### config.mk
export PLATFORM = sky130hd
export DESIGN_NAME = eyeriss_noc_scheduler_flat
export DESIGN_NICKNAME = d
export VERILOG_FILES = /design/src/rtl/eyeriss_pkg.sv /design/src/rtl/eyeriss_noc_scheduler_if.sv /design/src/rtl/eyeriss_rr_arbiter3.sv /design/src/rtl/eyeriss_noc_scheduler.sv /design/src/flat_wrapper.sv
export SDC_FILE = /design/constraint.sdc
export NUM_CORES = 1
export LEC_CHECK = 0
export BUFFER_PORTS_ARGS = -buffer_cell sky130_fd_sc_hd__buf_2
export CAP_MARGIN = 20
export CORE_MARGIN = 5
export CORE_UTILIZATION = 50
export CTS_CLUSTER_SIZE = 24
export DETAILED_ROUTE_END_ITERATION = 16
export GPL_TIMING_DRIVEN = 1
export PLACE_DENSITY = 0.93
export SLEW_MARGIN = 40
export SYNTH_ARGS = -nofsm -noshare
export SYNTH_HDL_FRONTEND = slang
export SYNTH_SLANG_ARGS = --single-unit
### constraint.sdc
create_clock -name CLK -period 7.3 [get_ports CLK]
set_clock_uncertainty 0.05 [all_clocks]
set_input_delay 1.095 -clock CLK [delete_from_list [all_inputs] [get_ports CLK]]
set_output_delay 1.095 -clock CLK [all_outputs]
set_load 0.02 [all_outputs]
### src/rtl/eyeriss_pkg.sv
// Shared types and constants for the Eyeriss NoC scheduler.
// Covers FSM states, requester class encoding, bus widths and config word field positions.
package eyeriss_pkg;

    localparam int unsigned DATA_W = 16;
    localparam int unsigned ID_W   = 8;
    localparam int unsigned CONF_W = 26;
    localparam int unsigned XFER_W = 16;

    // Field positions in {enable, psum_src, mult_bits, maplen, filterlen, id}
    localparam int unsigned CONF_EN_BIT       = 25;
    localparam int unsigned CONF_PSUM_SRC_BIT = 24;
    localparam int unsigned CONF_ID_MSB       = 7;
    localparam int unsigned CONF_ID_LSB       = 0;

    typedef enum logic [2:0] {
        ST_IDLE   = 3'd0,
        ST_CONFIG = 3'd1,
        ST_RUN    = 3'd2,
        ST_DRAIN  = 3'd3,
        ST_DONE   = 3'd4
    } state_e;

    typedef enum logic [1:0] {
        CLS_FIL  = 2'd0,
        CLS_MAP  = 2'd1,
        CLS_PSUM = 2'd2
    } cls_e;

    function automatic logic [1:0] cls_next(input logic [1:0] c);
        return (c == 2'(CLS_PSUM)) ? 2'(CLS_FIL) : c + 2'd1;
    endfunction

endpackage

### src/rtl/eyeriss_noc_scheduler_if.sv
// Request/bus bundle between the scheduler and its requesters and PE array.
// The scheduler side uses the master modport; requesters and the array use slave.
interface eyeriss_noc_scheduler_if;
    import eyeriss_pkg::*;

    logic              start_i;
    logic              end_i;
    logic [CONF_W-1:0] conf_word_i;
    logic              fil_valid_i;
    logic              map_valid_i;
    logic              psum_valid_i;
    logic [ID_W-1:0]   fil_id_i;
    logic [ID_W-1:0]   map_id_i;
    logic [ID_W-1:0]   psum_id_i;
    logic [DATA_W-1:0] fil_data_i;
    logic [DATA_W-1:0] map_data_i;
    logic [DATA_W-1:0] psum_data_i;
    logic              fil_ready_o;
    logic              map_ready_o;
    logic              psum_ready_o;
    logic              stall_i;
    logic              pe_ready_i;
    logic [DATA_W-1:0] bus_data_o;
    logic [ID_W-1:0]   bus_id_o;
    logic              getdata_fil_o;
    logic              getdata_map_o;
    logic              getdata_psum_o;
    logic [CONF_W-1:0] conf_o;
    logic              busy_o;
    logic              done_o;
    logic [XFER_W-1:0] xfer_cnt_o;

    modport master (
        input  start_i, end_i, conf_word_i,
        input  fil_valid_i, map_valid_i, psum_valid_i,
        input  fil_id_i, map_id_i, psum_id_i,
        input  fil_data_i, map_data_i, psum_data_i,
        input  stall_i, pe_ready_i,
        output fil_ready_o, map_ready_o, psum_ready_o,
        output bus_data_o, bus_id_o,
        output getdata_fil_o, getdata_map_o, getdata_psum_o,
        output conf_o, busy_o, done_o, xfer_cnt_o
    );

    modport slave (
        output start_i, end_i, conf_word_i,
        output fil_valid_i, map_valid_i, psum_valid_i,
        output fil_id_i, map_id_i, psum_id_i,
        output fil_data_i, map_data_i, psum_data_i,
        output stall_i, pe_ready_i,
        input  fil_ready_o, map_ready_o, psum_ready_o,
        input  bus_data_o, bus_id_o,
        input  getdata_fil_o, getdata_map_o, getdata_psum_o,
        input  conf_o, busy_o, done_o, xfer_cnt_o
    );

endinterface

### src/rtl/eyeriss_rr_arbiter3.sv
// Three-way round-robin arbiter (fil -> map -> psum); after a grant to class k,
// class k+1 has the highest priority on the next cycle.
module eyeriss_rr_arbiter3
    import eyeriss_pkg::*;
(
    input  logic       clk,
    input  logic       rst,
    input  logic [2:0] i_req,
    input  logic       i_en,
    output logic [2:0] o_grant_c
);

    logic [1:0] r_ptr;
    logic [1:0] w_idx;
    logic       w_found;

    // Walk the classes starting at the pointer; the first requester wins
    always_comb begin
        o_grant_c = 3'b000;
        w_found   = 1'b0;
        w_idx     = r_ptr;
        for (int k = 0; k < 3; k++) begin
            if (!w_found) begin
                if (i_en && i_req[w_idx]) begin
                    o_grant_c[w_idx] = 1'b1;
                    w_found          = 1'b1;
                end else begin
                    w_idx = cls_next(w_idx);
                end
            end
        end
    end

    always_ff @(posedge clk or posedge rst) begin
        if (rst) begin
            r_ptr <= 2'(CLS_FIL);
        end else if (w_found) begin
            r_ptr <= cls_next(w_idx);
        end
    end

endmodule

### src/rtl/eyeriss_noc_scheduler.sv
// Pass sequencer for the PE array: broadcasts the config word, arbitrates the
// GLB->PE multicast bus among filter/ifmap/psum, then drains and signals completion.
module eyeriss_noc_scheduler
    import eyeriss_pkg::*;
#(
    parameter int unsigned CONF_CYCLES = 2
) (
    input  logic                    CLK,
    input  logic                    Rst,
    eyeriss_noc_scheduler_if.master io
);

    localparam int unsigned CFG_CNT_W = (CONF_CYCLES > 1) ? $clog2(CONF_CYCLES) : 1;

    state_e                r_state;
    logic [CFG_CNT_W-1:0]  r_cfg_cnt;
    logic                  r_end;
    logic [CONF_W-1:0]     r_conf;
    logic [2:0]            r_strobe;
    logic [DATA_W-1:0]     r_bus_data;
    logic [ID_W-1:0]       r_bus_id;
    logic [XFER_W-1:0]     r_xfer_cnt;
    logic                  r_busy;
    logic                  r_done;

    logic [2:0]            w_req;
    logic                  w_en;
    logic [2:0]            w_grant;
    logic [DATA_W-1:0]     w_data;
    logic [ID_W-1:0]       w_id;

    assign w_req = {io.psum_valid_i, io.map_valid_i, io.fil_valid_i};
    assign w_en  = (r_state == ST_RUN) && !io.stall_i;

    eyeriss_rr_arbiter3 u_arb (
        .clk       (CLK),
        .rst       (Rst),
        .i_req     (w_req),
        .i_en      (w_en),
        .o_grant_c (w_grant)
    );

    // Payload of the granted class
    always_comb begin
        w_data = io.fil_data_i;
        w_id   = io.fil_id_i;
        if (w_grant[CLS_MAP]) begin
            w_data = io.map_data_i;
            w_id   = io.map_id_i;
        end else if (w_grant[CLS_PSUM]) begin
            w_data = io.psum_data_i;
            w_id   = io.psum_id_i;
        end
    end

    always_ff @(posedge CLK or posedge Rst) begin
        if (Rst) begin
            r_state    <= ST_IDLE;
            r_cfg_cnt  <= '0;
            r_end      <= 1'b0;
            r_conf     <= '0;
            r_strobe   <= 3'b000;
            r_bus_data <= '0;
            r_bus_id   <= '0;
            r_xfer_cnt <= '0;
            r_busy     <= 1'b0;
            r_done     <= 1'b0;
        end else begin
            r_strobe <= w_grant;
            r_done   <= 1'b0;
            if (|w_grant) begin
                r_bus_data <= w_data;
                r_bus_id   <= w_id;
                r_xfer_cnt <= r_xfer_cnt + XFER_W'(1);
            end
            case (r_state)
                ST_IDLE: begin
                    if (io.start_i) begin
                        r_state    <= ST_CONFIG;
                        r_conf     <= io.conf_word_i;
                        r_xfer_cnt <= '0;
                        r_end      <= 1'b0;
                        r_cfg_cnt  <= '0;
                        r_busy     <= 1'b1;
                    end
                end
                ST_CONFIG: begin
                    if (io.end_i) r_end <= 1'b1;
                    if (r_cfg_cnt == CFG_CNT_W'(CONF_CYCLES - 1)) begin
                        r_state <= ST_RUN;
                    end else begin
                        r_cfg_cnt <= r_cfg_cnt + CFG_CNT_W'(1);
                    end
                end
                ST_RUN: begin
                    if (io.end_i) r_end <= 1'b1;
                    if (r_end && !(|w_req)) r_state <= ST_DRAIN;
                end
                // Wait for the array to settle and the last strobe to leave the bus
                ST_DRAIN: begin
                    if (io.pe_ready_i && !(|r_strobe)) begin
                        r_state <= ST_DONE;
                        r_done  <= 1'b1;
                    end
                end
                ST_DONE: begin
                    r_state <= ST_IDLE;
                    r_busy  <= 1'b0;
                end
                default: begin
                    r_state <= ST_IDLE;
                    r_busy  <= 1'b0;
                end
            endcase
        end
    end

    assign io.fil_ready_o    = w_grant[CLS_FIL];
    assign io.map_ready_o    = w_grant[CLS_MAP];
    assign io.psum_ready_o   = w_grant[CLS_PSUM];
    assign io.getdata_fil_o  = r_strobe[CLS_FIL];
    assign io.getdata_map_o  = r_strobe[CLS_MAP];
    assign io.getdata_psum_o = r_strobe[CLS_PSUM];
    assign io.bus_data_o     = r_bus_data;
    assign io.bus_id_o       = r_bus_id;
    assign io.conf_o         = r_conf;
    assign io.busy_o         = r_busy;
    assign io.done_o         = r_done;
    assign io.xfer_cnt_o     = r_xfer_cnt;

endmodule

### src/flat_wrapper.sv
// flat-port wrapper written by rule: the top's interface ports become plain ports
module eyeriss_noc_scheduler_flat import eyeriss_pkg::*;
#(
    parameter int unsigned CONF_CYCLES = 2
)
  (CLK, Rst, io_start_i, io_end_i, io_conf_word_i, io_fil_valid_i, io_map_valid_i, io_psum_valid_i, io_fil_id_i, io_map_id_i, io_psum_id_i, io_fil_data_i, io_map_data_i, io_psum_data_i, io_stall_i, io_pe_ready_i, io_fil_ready_o, io_map_ready_o, io_psum_ready_o, io_bus_data_o, io_bus_id_o, io_getdata_fil_o, io_getdata_map_o, io_getdata_psum_o, io_conf_o, io_busy_o, io_done_o, io_xfer_cnt_o);
  eyeriss_noc_scheduler_if io_i ();
  input  logic CLK;
  input  logic Rst;
  input wire logic [$bits(io_i.start_i)-1:0] io_start_i;
  input wire logic [$bits(io_i.end_i)-1:0] io_end_i;
  input wire logic [$bits(io_i.conf_word_i)-1:0] io_conf_word_i;
  input wire logic [$bits(io_i.fil_valid_i)-1:0] io_fil_valid_i;
  input wire logic [$bits(io_i.map_valid_i)-1:0] io_map_valid_i;
  input wire logic [$bits(io_i.psum_valid_i)-1:0] io_psum_valid_i;
  input wire logic [$bits(io_i.fil_id_i)-1:0] io_fil_id_i;
  input wire logic [$bits(io_i.map_id_i)-1:0] io_map_id_i;
  input wire logic [$bits(io_i.psum_id_i)-1:0] io_psum_id_i;
  input wire logic [$bits(io_i.fil_data_i)-1:0] io_fil_data_i;
  input wire logic [$bits(io_i.map_data_i)-1:0] io_map_data_i;
  input wire logic [$bits(io_i.psum_data_i)-1:0] io_psum_data_i;
  input wire logic [$bits(io_i.stall_i)-1:0] io_stall_i;
  input wire logic [$bits(io_i.pe_ready_i)-1:0] io_pe_ready_i;
  output wire logic [$bits(io_i.fil_ready_o)-1:0] io_fil_ready_o;
  output wire logic [$bits(io_i.map_ready_o)-1:0] io_map_ready_o;
  output wire logic [$bits(io_i.psum_ready_o)-1:0] io_psum_ready_o;
  output wire logic [$bits(io_i.bus_data_o)-1:0] io_bus_data_o;
  output wire logic [$bits(io_i.bus_id_o)-1:0] io_bus_id_o;
  output wire logic [$bits(io_i.getdata_fil_o)-1:0] io_getdata_fil_o;
  output wire logic [$bits(io_i.getdata_map_o)-1:0] io_getdata_map_o;
  output wire logic [$bits(io_i.getdata_psum_o)-1:0] io_getdata_psum_o;
  output wire logic [$bits(io_i.conf_o)-1:0] io_conf_o;
  output wire logic [$bits(io_i.busy_o)-1:0] io_busy_o;
  output wire logic [$bits(io_i.done_o)-1:0] io_done_o;
  output wire logic [$bits(io_i.xfer_cnt_o)-1:0] io_xfer_cnt_o;
  assign io_i.start_i = io_start_i;
  assign io_i.end_i = io_end_i;
  assign io_i.conf_word_i = io_conf_word_i;
  assign io_i.fil_valid_i = io_fil_valid_i;
  assign io_i.map_valid_i = io_map_valid_i;
  assign io_i.psum_valid_i = io_psum_valid_i;
  assign io_i.fil_id_i = io_fil_id_i;
  assign io_i.map_id_i = io_map_id_i;
  assign io_i.psum_id_i = io_psum_id_i;
  assign io_i.fil_data_i = io_fil_data_i;
  assign io_i.map_data_i = io_map_data_i;
  assign io_i.psum_data_i = io_psum_data_i;
  assign io_i.stall_i = io_stall_i;
  assign io_i.pe_ready_i = io_pe_ready_i;
  assign io_fil_ready_o = io_i.fil_ready_o;
  assign io_map_ready_o = io_i.map_ready_o;
  assign io_psum_ready_o = io_i.psum_ready_o;
  assign io_bus_data_o = io_i.bus_data_o;
  assign io_bus_id_o = io_i.bus_id_o;
  assign io_getdata_fil_o = io_i.getdata_fil_o;
  assign io_getdata_map_o = io_i.getdata_map_o;
  assign io_getdata_psum_o = io_i.getdata_psum_o;
  assign io_conf_o = io_i.conf_o;
  assign io_busy_o = io_i.busy_o;
  assign io_done_o = io_i.done_o;
  assign io_xfer_cnt_o = io_i.xfer_cnt_o;
  eyeriss_noc_scheduler #(.CONF_CYCLES(CONF_CYCLES)) u_core (.CLK(CLK), .Rst(Rst), .io(io_i));
endmodule
# After elaboration in Yosys (flattened, before gate mapping)
# Cells that the tools add are included.
# word_totals
ff_bits	78
elab_cells	115
# op_classes
add_sub_neg	6
n_lt_le_gt_ge	6
eq_ne	12
muxes	52
n_bitwise	3
n_reduce_logical	25
# op_table
op	count
$mux 16	5
$mux 3	9
$mux 2	9
$mux 1	17
$add 16x1->16 const B	1
$mux 8	2
$pmux 3 s4	1
$reduce_or 3->1	4
$logic_and 1x1->1	9
$lt 2x3->1 const B	3
$add 2x1->2 const B	4
$eq 2x2->1 const B	4
$bmux 1 s2	3
$demux 1 s2	3
$eq 3x2->1 const B	2
$ge 2x1->1 const B	3
$ne 2x1->1 const B	3
$or 3x3->3	2
$pmux 1 s2	3
$reduce_and 2->1	3
$ne 2x2->1 const B	2
$reduce_and 4->1	1
$reduce_bool 2->1	2
$eq 3x1->1 const B	1
6 further kinds	8

# Depth between registers and ports, before layout
# depth
ltp_word	20
depth_mapped	6
mapped_depth_nobuf	5

# Modules after synthesis
# From an unflattened synthesis, not the netlist that was laid out.
# hier_totals
cells_unflattened	365
area_unflattened_um2	3761.1
# modules_own_cells
module	instances	cells_per_inst	area_per_inst_um2	seq_area_each_um2
eyeriss_noc_scheduler	1	337	3559.7	1901.8
eyeriss_rr_arbiter3	1	28	201.4	50.0

# Worst setup path before layout
# No wires, ideal clock.
# synth_timing
kind	input -> output
startpoint	input port io_stall_i
endpoint	output port io_psum_ready_o
t_arrival_ns	2.193
required_time_ns	6.155
setup_slack_ns	3.962
cell_stages	4
n_path_buf	1
cell_sequence	nor4b_4 nand2_1 buf_2 nor2_1
# synth_via
elab_chain_len	16
word_cells_on_any_way	35
classes_between	1 x add/sub; 4 x order compare; 1 x eq/ne; 20 x mux; 2 x bitwise; 7 x reduce/logical
# synth_rtl
element	line	text
start, declared	flat_wrapper.sv:22	input wire logic [$bits(io_i.stall_i)-1:0] io_stall_i;
$logic_not 1->1 (*)	eyeriss_noc_scheduler.sv:33	assign w_en = (r_state == ST_RUN) && !io.stall_i;
$logic_and 1x1->1 (*)	eyeriss_noc_scheduler.sv:33	
$logic_and 1x1->1	eyeriss_rr_arbiter3.sv:24	if (i_en && i_req[w_idx]) begin
$mux 2	eyeriss_rr_arbiter3.sv:24	
$bmux 1 s2	eyeriss_rr_arbiter3.sv:24	
$mux 1 (not written as such)	eyeriss_rr_arbiter3.sv:24	
$logic_and 1x1->1	eyeriss_rr_arbiter3.sv:24	
$mux 2	eyeriss_rr_arbiter3.sv:24	
$mux 2	eyeriss_rr_arbiter3.sv:23	if (!w_found) begin
$lt 2x3->1 (not written as such) or $ge 2x1->1 (tied branches)	eyeriss_rr_arbiter3.sv:25	o_grant_c[w_idx] = 1'b1;
$logic_and 1x1->1 (not written as such)	eyeriss_rr_arbiter3.sv:25	
$mux 1 (not written as such)	eyeriss_rr_arbiter3.sv:25	
$demux 1 s2	eyeriss_rr_arbiter3.sv:25	
$or 3x3->3 (no line)	-	
$mux 3	eyeriss_rr_arbiter3.sv:24	
$mux 3 (*)	eyeriss_rr_arbiter3.sv:23	
end, declared	flat_wrapper.sv:26	output wire logic [$bits(io_i.psum_ready_o)-1:0] io_psum_ready_o;
# Every way passes the cells marked *; elsewhere a longest branch is shown, timed or not. The select of a mux whose other input is x is not followed.

# Final worst setup path
# layout_timing
startpoint	input port io_stall_i
endpoint	output port io_map_ready_o
# layout_via
elab_chain_len	16
word_cells_on_any_way	35
classes_between	1 x add/sub; 4 x order compare; 1 x eq/ne; 20 x mux; 2 x bitwise; 7 x reduce/logical
# layout_rtl
element	line	text
$logic_not 1->1 (*)	eyeriss_noc_scheduler.sv:33	
$logic_and 1x1->1 (*)	eyeriss_noc_scheduler.sv:33	
$logic_and 1x1->1	eyeriss_rr_arbiter3.sv:24	
$mux 2	eyeriss_rr_arbiter3.sv:24	
$bmux 1 s2	eyeriss_rr_arbiter3.sv:24	
$mux 1 (not written as such)	eyeriss_rr_arbiter3.sv:24	
$logic_and 1x1->1	eyeriss_rr_arbiter3.sv:24	
$mux 2	eyeriss_rr_arbiter3.sv:24	
$mux 2	eyeriss_rr_arbiter3.sv:23	
$lt 2x3->1 (not written as such) or $ge 2x1->1 (tied branches)	eyeriss_rr_arbiter3.sv:25	
$logic_and 1x1->1 (not written as such)	eyeriss_rr_arbiter3.sv:25	
$mux 1 (not written as such)	eyeriss_rr_arbiter3.sv:25	
$demux 1 s2	eyeriss_rr_arbiter3.sv:25	
$or 3x3->3 (no line)	-	
$mux 3	eyeriss_rr_arbiter3.sv:24	
$mux 3 (*)	eyeriss_rr_arbiter3.sv:23	
end, declared	flat_wrapper.sv:25	output wire logic [$bits(io_i.map_ready_o)-1:0] io_map_ready_o;
# Marked as above.

==> results.ini <==
[floorplan]
fp.dieArea_um2 = 9239
initial_utilization = 0.5113
design.portCount = 181
floorplan.core_area_um2 = 7253
die_w_um = 96.12
die_h_um = 96.12
fp-row-count = 31

[cells_and_area]
area_delta_synth_final_pct = 31.92
layout-drive-gt1-share = 0.3803
final_cell_area_um2 = 4892
instances_no_fill = 667
layout.core_utilization = 0.6745
mostFrequentLayoutCell = buf_2
layout_common_cells = 180 x buf_2, 88 x nand2_1, 78 x dfrtp_1, 55 x inv_1
antenna_cells = 0
final_stage_net_count = 671

[worst_setup_path]
worst_path_most_repeated_cell = buf_2
timing.critical_path.from = io_stall_i
arrival_ns = 2.44
timing.critical_path.cells = buf_2, nor4b_4, nand3_1, a21oi_2, buf_4, buf_2
startpoint_type = primary input
crit_required_ns = 6.15
worst_path_dominant_cell_family = buffers and inverters
timing_worst_setup_path_type = in -> out
timing.critical_path.buf_inv = 3
path_max_fanout = 26
critPathCaptureType = primary output
cell_with_the_biggest_individual_delay_on_the_critical_path = nor4b_4
worst_r2r_src = u_core.r_state[0]
critPathMaxStageDelay_ns = 0.42

[placed_design]
numPlacedInstances = 651
gp_routability_congestion = 0.7811
detailed_place.area_um2 = 4679
detailed_place_hpwl_um = 7826
numPortBuffers = 180

[power_and_ir_drop]
power_density_nw_per_um2 = 374.2
p_leak_uw = 0.002682
vdd.ir_drop.worst_mv = 0.2720

[routing]
detail_route.drc_violations = 0
routed_wire_length_per_instance_um = 16.07
top_layer_in_use = met4
totalWireLength_um = 10720
routedLengthMet1_um = 4049
per_cell_via_count_in_the_routed_design = 5.334
detailedRoute.firstIterationViolations = 125
dr_total_vias = 3558
drt.antenna.violating_nets = 0
route.met3.wl_um = 1230
routed-wl-met2_um = 5261
firstDrtPassIters = 4

[sta]
rsz0062_at_grt = false
max_freq_mhz = 278.8
worstMarginPinSlew_ns = 0.7885
period_needed_ns = 3.587
finalMaxSlewViolations = 0
setup_viol = 0
tns_ns = 0
hold_viol = 0
relSlewSlack = 0.4732
final.period_utilization = 0.4914

[cts]
clk-insertion-delay-late_ns = 0.34
clk_path_buf_depth = 2
ctsHtreeMaxLevel = 3
cts_buffers = 9
post_cts.resized_instances = 0
cts_tree = done
cts.repair_timing.setup_buffer_count = 0
cts_hold_repair.buffers = 0
cts_root_buf = clkbuf_8
cts.sinks = 78
clk_transition_reported_paths_ns = 0.09

[logic_synthesis]
synthCells = 386
yosys_warnings = 0
synth_nets = 494
netlist-cell-type-count = 45
synth_sequential_area_ratio = 0.5263
synth.cell_area_um2 = 3709
syn_area_per_cell_um2 = 9.608
yosys_most_used_dff = dfrtp_1
synth_seq_cells = 78
synth_enable_flop_cells = 0
async_set_or_reset_flop_fraction_in_the_synthesized_netlist = 1.000

[grt]
track_usage = 0.2253
grt_start_max_net_pins = 79
gr-total-overflow = 0
grt_pass1_vias = 3546
grt_pass1_wl_um = 16110
number_of_antenna_violations_at_the_first_check_in_global_routing = 0

[outcome]
outcome = completed

[hold_path]
worstHoldPathType = reg -> reg
min_from = u_core.io.conf_o[13]

[run]
max_cap_viol_count = 0

worst min-delay path, stage by stage, from the launching register on:
cell,delay (ns)
dfrtp_1,0.35
nand2_1,0.05
nand2_1,0.06
area by class of cell:
| cell class | instances | area, µm² |
|---|---|---|
| inverter | 56 | 211.5 |
| sequential | 78 | 1952 |
| clock inverter | 6 | 68.82 |
| tap | 99 | 123.9 |
| clock buffer | 10 | 137.6 |
| multi-input combinational | 232 | 1449 |
| fill | 559 | 2361 |
| timing repair buffer | 186 | 949.7 |
stage by stage:
stage          total power (µW)  setup WS (ns)  hold WS (ns)
6_report                   1831          3.713        0.4309
5_1_grt                    1956          3.592        0.4524
4_1_cts                    1846          3.714        0.4326
3_5_place_dp               1510          3.714        0.4111
3_3_place_gp               1473          3.767        0.4037
2_1_floorplan              1236          3.962        0.4054
metal layers:
metal / track usage / up-vias
li1: - / 1696
met1: 0.2582 / 1677
met2: 0.3968 / 171
met3: 0.07037 / 14
met4: 0.07464 / 0
met5: 0 / -
where the power goes:
| group | switching, µW | total [µW] | leakage [µW] | internal (µW) |
|---|---|---|---|---|
| Clock | 159 | 327 | 0.000103 | 169 |
| Combinational | 498 | 795 | 0.00159 | 297 |
| Sequential | 114 | 708 | 0.000991 | 593 |
| Total | 771 | 1830 | 0.00268 | 1060 |
cell families after synthesis:
family                   after synthesis  synth area share
adder cells (fa/ha/maj)                1          0.003373
AND/OR/NAND/NOR                      133            0.1646
XOR/XNOR                               2          0.004724
buffers and inverters                 76           0.08738
AO/OA/AOI/OAI                         93            0.2055
multiplexers                           3          0.008097
flip-flops                            78            0.5263
cell usage after synthesis (3+ instances only):
cell type | count | share of area
dfrtp_1 | 78 | 0.53
nor2_1 | 11 | 0.011
mux2i_1 | 3 | 0.0081
nand2_1 | 88 | 0.089
a21oi_1 | 14 | 0.019
o32ai_1 | 24 | 0.057
a221o_1 | 24 | 0.065
buf_6 | 3 | 0.0091
inv_1 | 56 | 0.057
nand3_1 | 7 | 0.0094
clkbuf_1 | 7 | 0.0071
a31oi_1 | 3 | 0.0051
o21ai_0 | 12 | 0.016
or3_1 | 8 | 0.013
a21o_1 | 3 | 0.0061
buf_2 | 7 | 0.0094
and3_1 | 3 | 0.0051
registers in the layout (all words and copies together), names as in the netlist:
name,count
u_core.io.done_o,1
u_core.r_state,3
u_core.io.busy_o,1
u_core.io.conf_o,26
u_core.u_arb.r_ptr,2
u_core.r_cfg_cnt,1
u_core.r_strobe,3
u_core.r_end,1
u_core.io.bus_id_o,8
u_core.io.xfer_cnt_o,16
u_core.io.bus_data_o,16
final timing paths:
| kind | to | slack, ns | cells after the start |
|---|---|---|---|
| max | io_map_ready_o | 3.71 | 6 |
| min | u_core.io.conf_o[13] | 0.43 | 2 |
| max reg2reg | u_core.io.bus_data_o[7] | 4.77 | 4 |
| min reg2reg | u_core.io.conf_o[13] | 0.43 | 2 |
| max in group asynchronous | u_core.io.bus_id_o[2] | 5.84 | 3 |
| min in group asynchronous | u_core.io.xfer_cnt_o[12] | 0.87 | 3 |
Power figures use the tool's default switching activity.
